<file path="src/rtl/ram_sp_master_if.sv">
// ---------------------------------------------------------------------------
// ram_sp_master_if
//   Bundles the three channels around ram_sp_master:
//     request  : req_valid, req_ready, req_we, req_addr, req_wdata
//     response : rsp_valid, rsp_ready, rsp_rdata
//     RAM port : ram_we, ram_re, ram_addr, ram_wdata, ram_rdata
//   Modports:
//     master : view of ram_sp_master itself (drives req_ready, rsp_*, ram_*)
//     slave  : view of the surrounding logic (bus-side requester and RAM)
// ---------------------------------------------------------------------------
interface ram_sp_master_if #(
  parameter int DATA_WIDTH = 4,
  parameter int ADDR_WIDTH = 4
);
  logic                  req_valid;
  logic                  req_ready;
  logic                  req_we;
  logic [ADDR_WIDTH-1:0] req_addr;
  logic [DATA_WIDTH-1:0] req_wdata;

  logic                  rsp_valid;
  logic                  rsp_ready;
  logic [DATA_WIDTH-1:0] rsp_rdata;

  logic                  ram_we;
  logic                  ram_re;
  logic [ADDR_WIDTH-1:0] ram_addr;
  logic [DATA_WIDTH-1:0] ram_wdata;
  logic [DATA_WIDTH-1:0] ram_rdata;

  modport master (
    input  req_valid, req_we, req_addr, req_wdata,
    input  rsp_ready,
    input  ram_rdata,
    output req_ready,
    output rsp_valid, rsp_rdata,
    output ram_we, ram_re, ram_addr, ram_wdata
  );

  modport slave (
    output req_valid, req_we, req_addr, req_wdata,
    output rsp_ready,
    output ram_rdata,
    input  req_ready,
    input  rsp_valid, rsp_rdata,
    input  ram_we, ram_re, ram_addr, ram_wdata
  );
endinterface

</file>
<file path="src/rtl/ram_sp_master.sv">
// ---------------------------------------------------------------------------
// ram_sp_master
//   Initiator for a single-port synchronous RAM (one-cycle read latency).
//   Turns a valid/ready request stream into one RAM operation per clock and
//   returns read data, in request order, through a small response FIFO.
//
//   Ports:
//     clk    : clock, all state on the rising edge
//     rst_n  : asynchronous active-low reset
//     bus    : ram_sp_master_if.master (request, response and RAM channels)
//   Optional (macro RAM_SP_MASTER_STATS_EN):
//     stat_clr    : synchronous clear of both counters
//     stat_rd_cnt : saturating count of read fires
//     stat_wr_cnt : saturating count of write fires
//
//   Parameters: DATA_WIDTH, ADDR_WIDTH (must match the RAM), RSP_DEPTH
//   (power of 2, >= 2; >= 3 for one read per cycle).
// ---------------------------------------------------------------------------
module ram_sp_master #(
  parameter int DATA_WIDTH = 4,
  parameter int ADDR_WIDTH = 4,
  parameter int RSP_DEPTH  = 4
) (
  input  logic                clk,
  input  logic                rst_n,
  ram_sp_master_if.master     bus
`ifdef RAM_SP_MASTER_STATS_EN
  ,
  input  logic                stat_clr,
  output logic [15:0]         stat_rd_cnt,
  output logic [15:0]         stat_wr_cnt
`endif
);

  localparam int PTR_W = $clog2(RSP_DEPTH);
  localparam int CNT_W = PTR_W + 1;
  localparam logic [CNT_W-1:0] CNT_FULL   = CNT_W'(RSP_DEPTH);
  localparam logic [CNT_W:0]   CREDIT_MAX = (CNT_W + 1)'(RSP_DEPTH);

  logic [DATA_WIDTH-1:0] r_fifoMem [RSP_DEPTH];
  logic [PTR_W-1:0]      r_wrPtr;
  logic [PTR_W-1:0]      r_rdPtr;
  logic [CNT_W-1:0]      r_count;
  logic                  r_rdPend;

  logic                  w_reqReady;
  logic                  w_fire;
  logic                  w_rdFire;
  logic                  w_wrFire;
  logic                  w_push;
  logic                  w_pop;
  logic [CNT_W:0]        w_credits;
  logic [ADDR_WIDTH-1:0] w_addr;

  // Credits in use are buffered responses plus the read still in the RAM.
  // Requests (writes included) are only accepted while a credit is free, so
  // every read that fires is guaranteed a FIFO slot when its data returns.
  always_comb begin
    w_credits  = {1'b0, r_count} + {{CNT_W{1'b0}}, r_rdPend};
    w_reqReady = rst_n && (w_credits < CREDIT_MAX);
    w_fire     = bus.req_valid && w_reqReady;
    w_rdFire   = w_fire && !bus.req_we;
    w_wrFire   = w_fire && bus.req_we;
    w_push     = r_rdPend;
    w_pop      = bus.rsp_valid && bus.rsp_ready;
    w_addr     = bus.req_addr;
  end

  // The RAM port is a straight combinational pass of the request channel;
  // the enables are qualified by the fire so an idle RAM sees we = re = 0.
  assign bus.req_ready = w_reqReady;
  assign bus.ram_we    = w_wrFire;
  assign bus.ram_re    = w_rdFire;
  assign bus.ram_addr  = w_addr;
  assign bus.ram_wdata = bus.req_wdata;

  // Head of the FIFO is presented directly; entries are reset so that
  // rsp_rdata reads 0 out of reset.
  assign bus.rsp_valid = (r_count != '0);
  assign bus.rsp_rdata = r_fifoMem[r_rdPtr];

  // Response FIFO plus the one-deep read-in-flight flag. rd_pend follows
  // the read fire of the previous cycle: its data is on ram_rdata now and is
  // pushed this edge, while a new read fire re-arms the flag.
  always_ff @(posedge clk or negedge rst_n) begin
    if (!rst_n) begin
      for (int i = 0; i < RSP_DEPTH; i++) begin
        r_fifoMem[i] <= '0;
      end
      r_wrPtr  <= '0;
      r_rdPtr  <= '0;
      r_count  <= '0;
      r_rdPend <= 1'b0;
    end else begin
      if (w_push) begin
        r_fifoMem[r_wrPtr] <= bus.ram_rdata;
        r_wrPtr            <= r_wrPtr + PTR_W'(1);
      end
      if (w_pop) begin
        r_rdPtr <= r_rdPtr + PTR_W'(1);
      end
      case ({w_push, w_pop})
        2'b10:   r_count <= r_count + CNT_W'(1);
        2'b01:   r_count <= r_count - CNT_W'(1);
        default: r_count <= r_count;
      endcase
      r_rdPend <= w_rdFire;
    end
  end

  // Credit accounting makes a push into a full FIFO impossible.
  assert property (@(posedge clk) disable iff (!rst_n)
                   !(w_push && (r_count == CNT_FULL)));

`ifdef RAM_SP_MASTER_STATS_EN
  logic [15:0] r_statRdCnt;
  logic [15:0] r_statWrCnt;

  // Fire counters saturate at all-ones; a clear wins over an increment
  // landing on the same edge.
  always_ff @(posedge clk or negedge rst_n) begin
    if (!rst_n) begin
      r_statRdCnt <= '0;
      r_statWrCnt <= '0;
    end else if (stat_clr) begin
      r_statRdCnt <= '0;
      r_statWrCnt <= '0;
    end else begin
      if (w_rdFire && (r_statRdCnt != 16'hFFFF)) begin
        r_statRdCnt <= r_statRdCnt + 16'd1;
      end
      if (w_wrFire && (r_statWrCnt != 16'hFFFF)) begin
        r_statWrCnt <= r_statWrCnt + 16'd1;
      end
    end
  end

  assign stat_rd_cnt = r_statRdCnt;
  assign stat_wr_cnt = r_statWrCnt;
`endif

endmodule

</file>
<file path="src/flat_wrapper.sv">
// flat-port wrapper written by rule: the top's interface ports become plain ports
module ram_sp_master_flat 
#(
  parameter int DATA_WIDTH = 4,
  parameter int ADDR_WIDTH = 4,
  parameter int RSP_DEPTH  = 4
)
  (clk, rst_n, bus_req_valid, bus_req_we, bus_req_addr, bus_req_wdata, bus_rsp_ready, bus_ram_rdata, bus_req_ready, bus_rsp_valid, bus_rsp_rdata, bus_ram_we, bus_ram_re, bus_ram_addr, bus_ram_wdata);
  ram_sp_master_if #(.DATA_WIDTH(DATA_WIDTH), .ADDR_WIDTH(ADDR_WIDTH)) bus_i ();
  input  logic clk;
  input  logic rst_n;
  input wire logic [$bits(bus_i.req_valid)-1:0] bus_req_valid;
  input wire logic [$bits(bus_i.req_we)-1:0] bus_req_we;
  input wire logic [$bits(bus_i.req_addr)-1:0] bus_req_addr;
  input wire logic [$bits(bus_i.req_wdata)-1:0] bus_req_wdata;
  input wire logic [$bits(bus_i.rsp_ready)-1:0] bus_rsp_ready;
  input wire logic [$bits(bus_i.ram_rdata)-1:0] bus_ram_rdata;
  output wire logic [$bits(bus_i.req_ready)-1:0] bus_req_ready;
  output wire logic [$bits(bus_i.rsp_valid)-1:0] bus_rsp_valid;
  output wire logic [$bits(bus_i.rsp_rdata)-1:0] bus_rsp_rdata;
  output wire logic [$bits(bus_i.ram_we)-1:0] bus_ram_we;
  output wire logic [$bits(bus_i.ram_re)-1:0] bus_ram_re;
  output wire logic [$bits(bus_i.ram_addr)-1:0] bus_ram_addr;
  output wire logic [$bits(bus_i.ram_wdata)-1:0] bus_ram_wdata;
  assign bus_i.req_valid = bus_req_valid;
  assign bus_i.req_we = bus_req_we;
  assign bus_i.req_addr = bus_req_addr;
  assign bus_i.req_wdata = bus_req_wdata;
  assign bus_i.rsp_ready = bus_rsp_ready;
  assign bus_i.ram_rdata = bus_ram_rdata;
  assign bus_req_ready = bus_i.req_ready;
  assign bus_rsp_valid = bus_i.rsp_valid;
  assign bus_rsp_rdata = bus_i.rsp_rdata;
  assign bus_ram_we = bus_i.ram_we;
  assign bus_ram_re = bus_i.ram_re;
  assign bus_ram_addr = bus_i.ram_addr;
  assign bus_ram_wdata = bus_i.ram_wdata;
  ram_sp_master #(.DATA_WIDTH(DATA_WIDTH), .ADDR_WIDTH(ADDR_WIDTH), .RSP_DEPTH(RSP_DEPTH)) u_core (.clk(clk), .rst_n(rst_n), .bus(bus_i));
endmodule
</file>
<file path="config.mk">
export PLATFORM = sky130hd
export DESIGN_NAME = ram_sp_master_flat
export DESIGN_NICKNAME = d
export VERILOG_FILES = /design/src/rtl/ram_sp_master_if.sv /design/src/rtl/ram_sp_master.sv /design/src/flat_wrapper.sv
export SDC_FILE = /design/constraint.sdc
export NUM_CORES = 1
export LEC_CHECK = 0
export BUFFER_PORTS_ARGS = -buffer_cell sky130_fd_sc_hd__buf_2
export CAP_MARGIN = 40
export CELL_PAD_IN_SITES_DETAIL_PLACEMENT = 0
export CELL_PAD_IN_SITES_GLOBAL_PLACEMENT = 1
export CORE_UTILIZATION = 37
export DETAILED_ROUTE_END_ITERATION = 8
export GPL_TIMING_DRIVEN = 0
export PLACE_DENSITY_LB_ADDON = 0.1
export REMOVE_ABC_BUFFERS = 1
export SLEW_MARGIN = 30
export SYNTH_ARGS = -nofsm -noshare
export SYNTH_HDL_FRONTEND = slang
export SYNTH_SLANG_ARGS = --single-unit
</file>
<file path="constraint.sdc">
create_clock -name clk -period 1.7 [get_ports clk]
set_input_delay 0.085 -clock clk [delete_from_list [all_inputs] [get_ports clk]]
set_output_delay 0.085 -clock clk [all_outputs]
set_load 0.02 [all_outputs]
</file>
; ---- Word-level counts from Yosys, hierarchy flattened
; Cells that the tools add are included.
[totals]
reg_bits = 24
output_inout_bits = 16
word_cells = 37
[classes]
eq_ne = 2
n_reduce_logical = 9
magnitude_cmp = 4
bitwise = 2
addsub = 5
muxes = 7
[ops]
columns = operator, n
row1 = $bwmux 16, 1
row2 = $mux 4, 3
row3 = $bmux 4 s2, 1
row4 = $demux 4 s2, 1
row5 = $ge 3x3->1 const B, 2
row6 = $logic_and 1x1->1, 6
row7 = $not 2->3, 2
row8 = $pmux 3 s2, 1
row9 = $add 2x1->2 const B, 2
row10 = $add 3x1->4, 1
row11 = $lt 4x3->1 const B, 1
row12 = $add 3x1->3 const B, 1
row13 = $lt 3x1->1 const B, 1
row14 = $reduce_bool 3->1, 1
row15 = $sub 3x1->3 const B, 1
row16 = $eq 2x1->1 const B, 1
row17 = $eq 2x2->1 const B, 1
row18 = $reduce_bool 2->1, 1
row19 = $logic_not 1->1, 1

; ---- Depth between registers and ports, before layout
; Gate-level depths: netlist of the first run.
[depth]
word_depth = 6
mapped_depth = 8
mapped_depth_nobuf = 7

; ---- Least setup slack after synthesis of the first run
; OpenSTA, ideal clock, no wires.
[synth_timing]
path_kind = reg-to-reg
start = register u_core.r_count[0]
end = register u_core.r_count[2]
path_buffers = 0
slack_ps = 17
arrival_ps = 1556
setup_ps = 128
path_stages_with_launch = 8
cell_sequence = dfrtp_1 o31a_4 ha_1 inv_1 fa_1 xor2_1 nor2_1 xor2_1
[synth_between]
elab_chain_len = 4
word_cells_on_any_way = 8
cone_classes = add/sub (2) / eq/ne (2) / mux (1) / reduce/logical (3)
[synth_rtl]
columns = element, line_no
row1 = "start, declared", ram_sp_master.sv:43  ; logic [CNT_W-1:0] r_count;
row2 = "start signal, assigned", ram_sp_master.sv:103  ; 2'b10: r_count <= r_count + CNT_W'(1);
row3 = "start signal, assigned", ram_sp_master.sv:104  ; 2'b01: r_count <= r_count - CNT_W'(1);
row4 = "start signal, assigned", ram_sp_master.sv:105  ; default: r_count <= r_count;
row5 = $reduce_bool 3->1 *, ram_sp_master.sv:79  ; assign bus.rsp_valid = (r_count != '0);
row6 = $logic_and 1x1->1 *, ram_sp_master.sv:65  ; w_pop = bus.rsp_valid && bus.rsp_ready;
row7 = via u_core.w_pop, ram_sp_master.sv:51  ; logic w_pop;
row8 = $eq 2x1->1 or $eq 2x2->1 (tied branches), ram_sp_master.sv:102  ; case ({w_push, w_pop})
row9 = $pmux 3 s2 or $reduce_bool 2->1 (tied branches), n/a
; The timed path passes the listed nets; every way through them passes the cells marked *.
; A chain may end at the register's enable or synchronous reset.

; ---- Worst setup path after layout of the first run
[layout_timing]
start = register u_core.r_count[2]
end = register u_core.r_count[2]
; Same word-level chain as after synthesis.

==> impl_metrics.json, run 1 <==
{
  "ys_ff_latch": 24,
  "synth_warnings": 0,
  "synthAdderAreaFrac_pct": 6.74,
  "synth_xor_area_share_pct": 4.29,
  "die_x_um": 59.5,
  "final_area_um2": 1450,
  "finalHoldViolations": 0,
  "numPortBuffers": 16,
  "total_power_w": 0.00257,
  "numCtsBuffers": 3,
  "cts_max_path_buffers": 2,
  "grt_max_degree": 25,
  "cts_tree": "built",
  "cts-htree-levels": 1,
  "cts_root_buf": "clkbuf_4",
  "core_um2": 3100,
  "synth_cells": 87,
  "die_h_um": 59.5,
  "synth_compound_area_share_pct": 3.98,
  "post_dp_cell_area_um2": 1280,
  "multiInputGateArea_um2": 531,
  "detail_route.wl_per_cell_um": 13.6,
  "p_per_area_nw_per_um2": 1770,
  "synthMostInstantiatedCell": "dfrtp_1",
  "violations": "setup timing",
  "antenna_found_initial": 0,
  "wl_mm": 2.07,
  "crit_path_start": "u_core.r_count[2]",
  "critPathKind": "reg -> reg",
  "r2r_slack_ps": -7,
  "crit-reg2reg-launch": "u_core.r_count[2]",
  "wl_met1_um": 991,
  "wl_met2_um": 971,
  "setup.worst_path.end_class": "register",
  "reg2reg_to": "u_core.r_count[2]",
  "p_leak_nw": 0.665,
  "min_period_ps": 1710,
  "cp_max_fo": 4,
  "post-dp-hpwl_mm": 1.40,
  "drtIter0Drc": 18,
  "routed-wl-met3_um": 89,
  "synthSimpleGateAreaFrac_pct": 4.19,
  "rsz0062_at_grt": "yes",
  "pre_cts_slack_ps": -94.5,
  "nets": 132,
  "synthArstFlopShare_pct": 100,
  "drive_above_1_share_pct": 57.4,
  "top_layer_used": "met4",
  "drt-pass1-iter-count": 2,
  "status": "complete, but fails checks",
  "finalSetupViolations": 1,
  "io_pins": 33,
  "initial_core_util_pct": 39.5,
  "crit_end": "u_core.r_count[2]",
  "synthMuxAreaShare_pct": 22.9,
  "globalRoute.totalOverflow": 0,
  "clock.fmax_mhz": 586,
  "dieArea_um2": 3540,
  "rows": 20,
  "clock-skew-final_ps": 1.55,
  "synth_cell_types": 20,
  "fin_crit_sh_pct": 100,
  "dp.cells": 137,
  "cts.sinks": 24,
  "synth.area.top_cells": "dfrtp_1 (49%), mux2_2 (15%), mux4_2 (7.4%)",
  "yosysSeqAreaShare_pct": 49.0,
  "via_count": 702,
  "gp_congestion": 0.691,
  "clkSlewWorstSetupHoldPaths_ps": 130,
  "yosys.area.top_type": "dfrtp_1",
  "maxSlewHeadroom_pct": 84.0,
  "max_cap_viol_count": 0,
  "finalNonFillerCells": 152,
  "insertedDiodeCount": 0,
  "tightest_slew_ps": 239,
  "grt_first_pass_wirelength_mm": 3.25,
  "fin_ws_ps": -6.84,
  "maxSlewViolCount": 0,
  "startpoint_type": "register",
  "ys.flop_type": "dfrtp_1",
  "synth_top_area_share_pct": 49.0,
  "grt_pass1_vias": 688,
  "via_per_inst": 4.62,
  "synth_edf_count": 0,
  "ant_nets": 0,
  "reg2reg_depth": 7,
  "nFillCells": 309,
  "track_usage_pct": 13.1,
  "hp-class": "in -> reg",
  "cp.arrival_ps": 1920,
  "synth_common_cells": "dfrtp_1 (24), mux2_2 (16), buf_4 (8)",
  "seq_area_um2": 607,
  "syn_to_final_growth_pct": 18.7,
  "synth_top_family_by_area": "multiplexers",
  "drt_drc_violations_left": 0,
  "ir_drop_mv": 0.679,
  "syn_avg_cell_area_um2": 14.1,
  "clk_latency_ps": 310,
  "required_ps": 1910,
  "syn_area_um2": 1220
}
-- final cells by class --
| cell class | count | share of cell area, % |
|---|---|---|
| well taps | 44 | 3.79 |
| clock inverters | 1 | 2.07 |
| clock buffers | 3 | 1.55 |
| inverters | 7 | 1.98 |
| multi-input cells | 46 | 36.5 |
| repair buffers | 27 | 12.4 |
| flip-flops and latches | 24 | 41.7 |
-- cells by family (layout without fill, tap and decap cells) --
group,Yosys count,count (layout)
AOI/OAI and AO/OA,3,3
adders and majority gates,6,6
DFF,24,24
buffers and inverters,17,38
muxes,21,21
xor gates and xnor gates,6,6
and+or+nand+nor,10,10
-- placed cells by master, fill, tap and decap left out --
cell / synthesis / routed
dfrtp_1: 24 / 19
mux2_2: 16 / 16
buf_2: 0 / 15
buf_4: 8 / 10
inv_1: 7 / 6
nand2_1: 5 / 5
dfrtp_2: 0 / 5
mux4_2: 4 / 4
xor2_1: 4 / 4
ha_1: 5 / 4
clkbuf_4: 0 / 3
xnor2_1: 2 / 2
o31a_4: 1 / 1
inv_4: 0 / 1
a311oi_4: 1 / 1
and3b_1: 1 / 1
and3_1: 1 / 1
or3_2: 1 / 1
mux2i_1: 1 / 1
nor2_1: 1 / 1
nand2_2: 1 / 1
o21ai_0: 1 / 1
fa_2: 0 / 1
ha_4: 0 / 1
bufinv_16: 0 / 1
buf_12: 0 / 1
dlygate4sd3_1: 0 / 1
-- critical path: stages, from the launching register on --
cell and delay [ps]:
dfrtp_2 460, o31a_4 350, ha_4 180, inv_4 50, fa_2 190, xor2_1 140, nor2_1 80, xor2_1 160
-- what timing repair did --
action / 4_1_cts / 5_1_grt
hold endpoints to repair: 24 / 0
setup endpoints to repair: 6 / 3
setup buffers: 2 / 7
pin swaps: 0 / 7
gates resized for setup: 6 / 5
hold buffers: 2 / 0
-- worst min path at each step --
| stage | slack, ps | from | cells after the start | endpoint |
|---|---|---|---|---|
| final | 40 | bus_ram_rdata[1] | 2 | u_core.r_fifoMem[1] |
| after global routing | 20 | bus_ram_rdata[1] | 2 | u_core.r_fifoMem[1] |
| after CTS | 30 | bus_ram_rdata[3] | 2 | u_core.r_fifoMem[15] |
| after detailed placement | 110 | rst_n | 1 | u_core.r_wrPtr[0] |
| after global placement | 110 | rst_n | 1 | u_core.r_wrPtr[0] |
| after floorplan | -210 | rst_n | 0 | u_core.r_count[0] |
-- state kept, by name (all words and copies together) (netlist names) --
name / count
u_core.r_count: 3
u_core.r_wrPtr: 2
u_core.r_fifoMem: 16
u_core.r_rdPend: 1
u_core.r_rdPtr: 2
-- metrics by stage --
step                      util [%]  setup TNS, ps  hold slack [ps]
after floorplan                  -              0             -211
after global placement        41.2          -89.5              111
after detailed placement      41.2           -149              111
after CTS                     44.6          -14.3             26.0
after global routing          46.9           -143             19.8
final                         46.9          -6.84             38.9
-- routing by layer --
layer  up-vias  GRT usage, %
met5         -             0
met4         0          6.98
met3         2          4.59
met2        19          19.3
met1       355          16.9
li1        326             -
-- power by group --
part           leakage, nW  total [W]  switching, W  internal (W)
clock network       0.0279   0.000415      0.000176      0.000238
registers            0.277    0.00108      0.000214      0.000864
logic                0.360    0.00107      0.000462      0.000613
total                0.665    0.00257      0.000851       0.00172
Note: power is estimated with default switching activity, not from simulation.
==> run 2, diff against run 1 <==
REMOVE_ABC_BUFFERS = default   (was 1)
==> run 2 against run 1 <==
Net effect:
- power rose by 2.1%
- flip-flop and latch count did not move
- first-iteration DRC count rose by 50%
- clock-buffer cell count did not move
- worst hold slack got worse by 4.8 ps
- critical endpoint unchanged
- the run now ends clean
- sequential power barely moved
- final area rose by 5.0%
- setup slack improved by 67 ps
- via count rose by 6.1%
==> impl_metrics.json, run 2 (synthesis gave the netlist of run 1 again) <==
{
  "top_regs": "u_core.r_fifoMem x16, u_core.r_count x3",
  "p_per_area_nw_per_um2": 1720,
  "tightest_slew_ps": 532,
  "numPortBuffers": 24,
  "rsz0062_at_grt": "yes",
  "clk_latency_ps": 320,
  "maxSlewViolCount": 0,
  "finalSetupViolations": 0,
  "cp.arrival_ps": 1850,
  "nets": 146,
  "globalRoute.totalOverflow": 0,
  "core_um2": 3100,
  "clock-skew-final_ps": 12.0,
  "ir_drop_mv": 0.952,
  "finalHoldViolations": 0,
  "cts_max_path_buffers": 2,
  "clock.fmax_mhz": 610,
  "min_period_ps": 1640,
  "largest_reg_flops": 16,
  "critPathKind": "reg -> reg",
  "status": "finished, final reports clean",
  "die_x_um": 59.5,
  "dieArea_um2": 3540,
  "wl_mm": 2.17,
  "io_pins": 33,
  "drive_above_1_share_pct": 61.5,
  "initial_core_util_pct": 39.5,
  "max_flop_register": "u_core.r_fifoMem",
  "antenna_found_initial": 0,
  "max_cap_viol_count": 0,
  "required_ps": 1910,
  "holdWs_ps": 34.1,
  "post-dp-hpwl_mm": 1.53,
  "grt_pass1_vias": 716,
  "clkSlewWorstSetupHoldPaths_ps": 140,
  "mostFrequentLayoutCells": "buf_2 (24), dfrtp_1 (21), mux2_2 (16)",
  "crit_slowest_cell": "dfrtp_2",
  "startpoint_type": "register",
  "nFillCells": 312,
  "grt_first_pass_wirelength_mm": 3.47,
  "path_cells": "o31a_4 -> ha_4 -> inv_2 -> fa_2 -> xor2_1 -> nor2_1 -> xor2_1",
  "utilization_pct": 49.2,
  "via_count": 745,
  "rows": 20,
  "drtIter0Drc": 27,
  "detail_route.wl_per_cell_um": 13.1,
  "drt_drc_violations_left": 0,
  "cts.sinks": 24,
  "numCtsBuffers": 3,
  "insertedDiodeCount": 0,
  "cts_root_buf": "clkbuf_4",
  "die_h_um": 59.5,
  "track_usage_pct": 13.9,
  "slowest_delay_ps": 430,
  "hp-class": "in -> reg",
  "total_power_w": 0.00262,
  "final_common_cell": "buf_2",
  "grt_max_degree": 25,
  "cts_tree": "built",
  "fin_crit_sh_pct": 96.5,
  "gp_congestion": 0.670,
  "maxSlewHeadroom_pct": 64.6,
  "drt-pass1-iter-count": 3,
  "cts-htree-levels": 1,
  "via_per_inst": 4.49,
  "p_leak_nw": 0.722,
  "ant_nets": 0,
  "cp_max_fo": 2,
  "syn_to_final_growth_pct": 24.6,
  "cpMostUsedCell": "xor2_1",
  "setup.worst_path.end_class": "register",
  "syn-num-nets": 110
}
[run 2: changes by cell type in the layout (fill, tap and decap cells not counted), sizes merged]
| cell | before | now |
|---|---|---|
| buf | 26 | 40 |
[run 2: routing by layer]
layer  up-vias  routed length, µm  GRT usage [%]
met5         -                  0              0
met4         0                 17           2.99
met3         2                 81           3.93
met2        19                990           20.9
met1       369               1080           20.0
li1        355                  -              -
[run 2: report_power, final]
part	internal (W)	switching, W	total (W)
clock	0.000238	0.000175	0.000414
combinational	0.000636	0.000519	0.00116
sequential	0.000861	0.000191	0.00105
total	0.00174	0.000885	0.00262
[run 2: cell type report]
cell class	count	area, µm²	area share, %
buffer	10	82.6	5.41
clock buffer	3	22.5	1.48
clock inverter	1	30.0	1.97
inverter	7	26.3	1.72
multi-input combinational	46	531	34.8
sequential	24	604	39.6
tap	44	55.1	3.61
timing repair buffer	31	175	11.5
[run 2: stage by stage]
stage               setup slack (ps)  setup TNS (ps)  cells  area (µm²)
detailed placement             -91.0            -151    155        1400
floorplan                       16.6               0     87        1220
global route                   -8.91           -13.8    166        1530
finish                          59.8               0    166        1530
global placement               -75.4           -99.5    155        1400
CTS                             9.27               0    163        1490
[run 2: worst paths after layout]
path | start | endpoint | slack [ps] | cells after the start
setup reg to reg | u_core.r_count[1] | u_core.r_count[2] | 60 | 7
hold reg to reg | u_core.r_fifoMem[5] | u_core.r_fifoMem[5] | 510 | 1
min in group asynchronous | rst_n | u_core.r_fifoMem[12] | 380 | 3
setup / recovery | u_core.r_count[1] | u_core.r_count[2] | 60 | 7
max in group asynchronous | rst_n | u_core.r_count[0] | 920 | 3
hold / removal | bus_ram_rdata[1] | u_core.r_fifoMem[9] | 30 | 2
[run 2: timing repair]
item                       in CTS  in global routing
buffers inserted                3                  2
gates resized for setup         4                  5
pin swaps                       1                  6
hold endpoints to repair       24                 24
setup endpoints to repair       2                  3
hold buffers                    1                  1
[run 2: critical path, delay by kind of cell (launching register included)]
family	cells	cell delay (ps)
DFF	1	430
AOI/OAI and AO/OA	1	360
adders and majority gates	2	340
xor gates and xnor gates	2	290
and+or+nand+nor	1	70
buffers and inverters	1	50
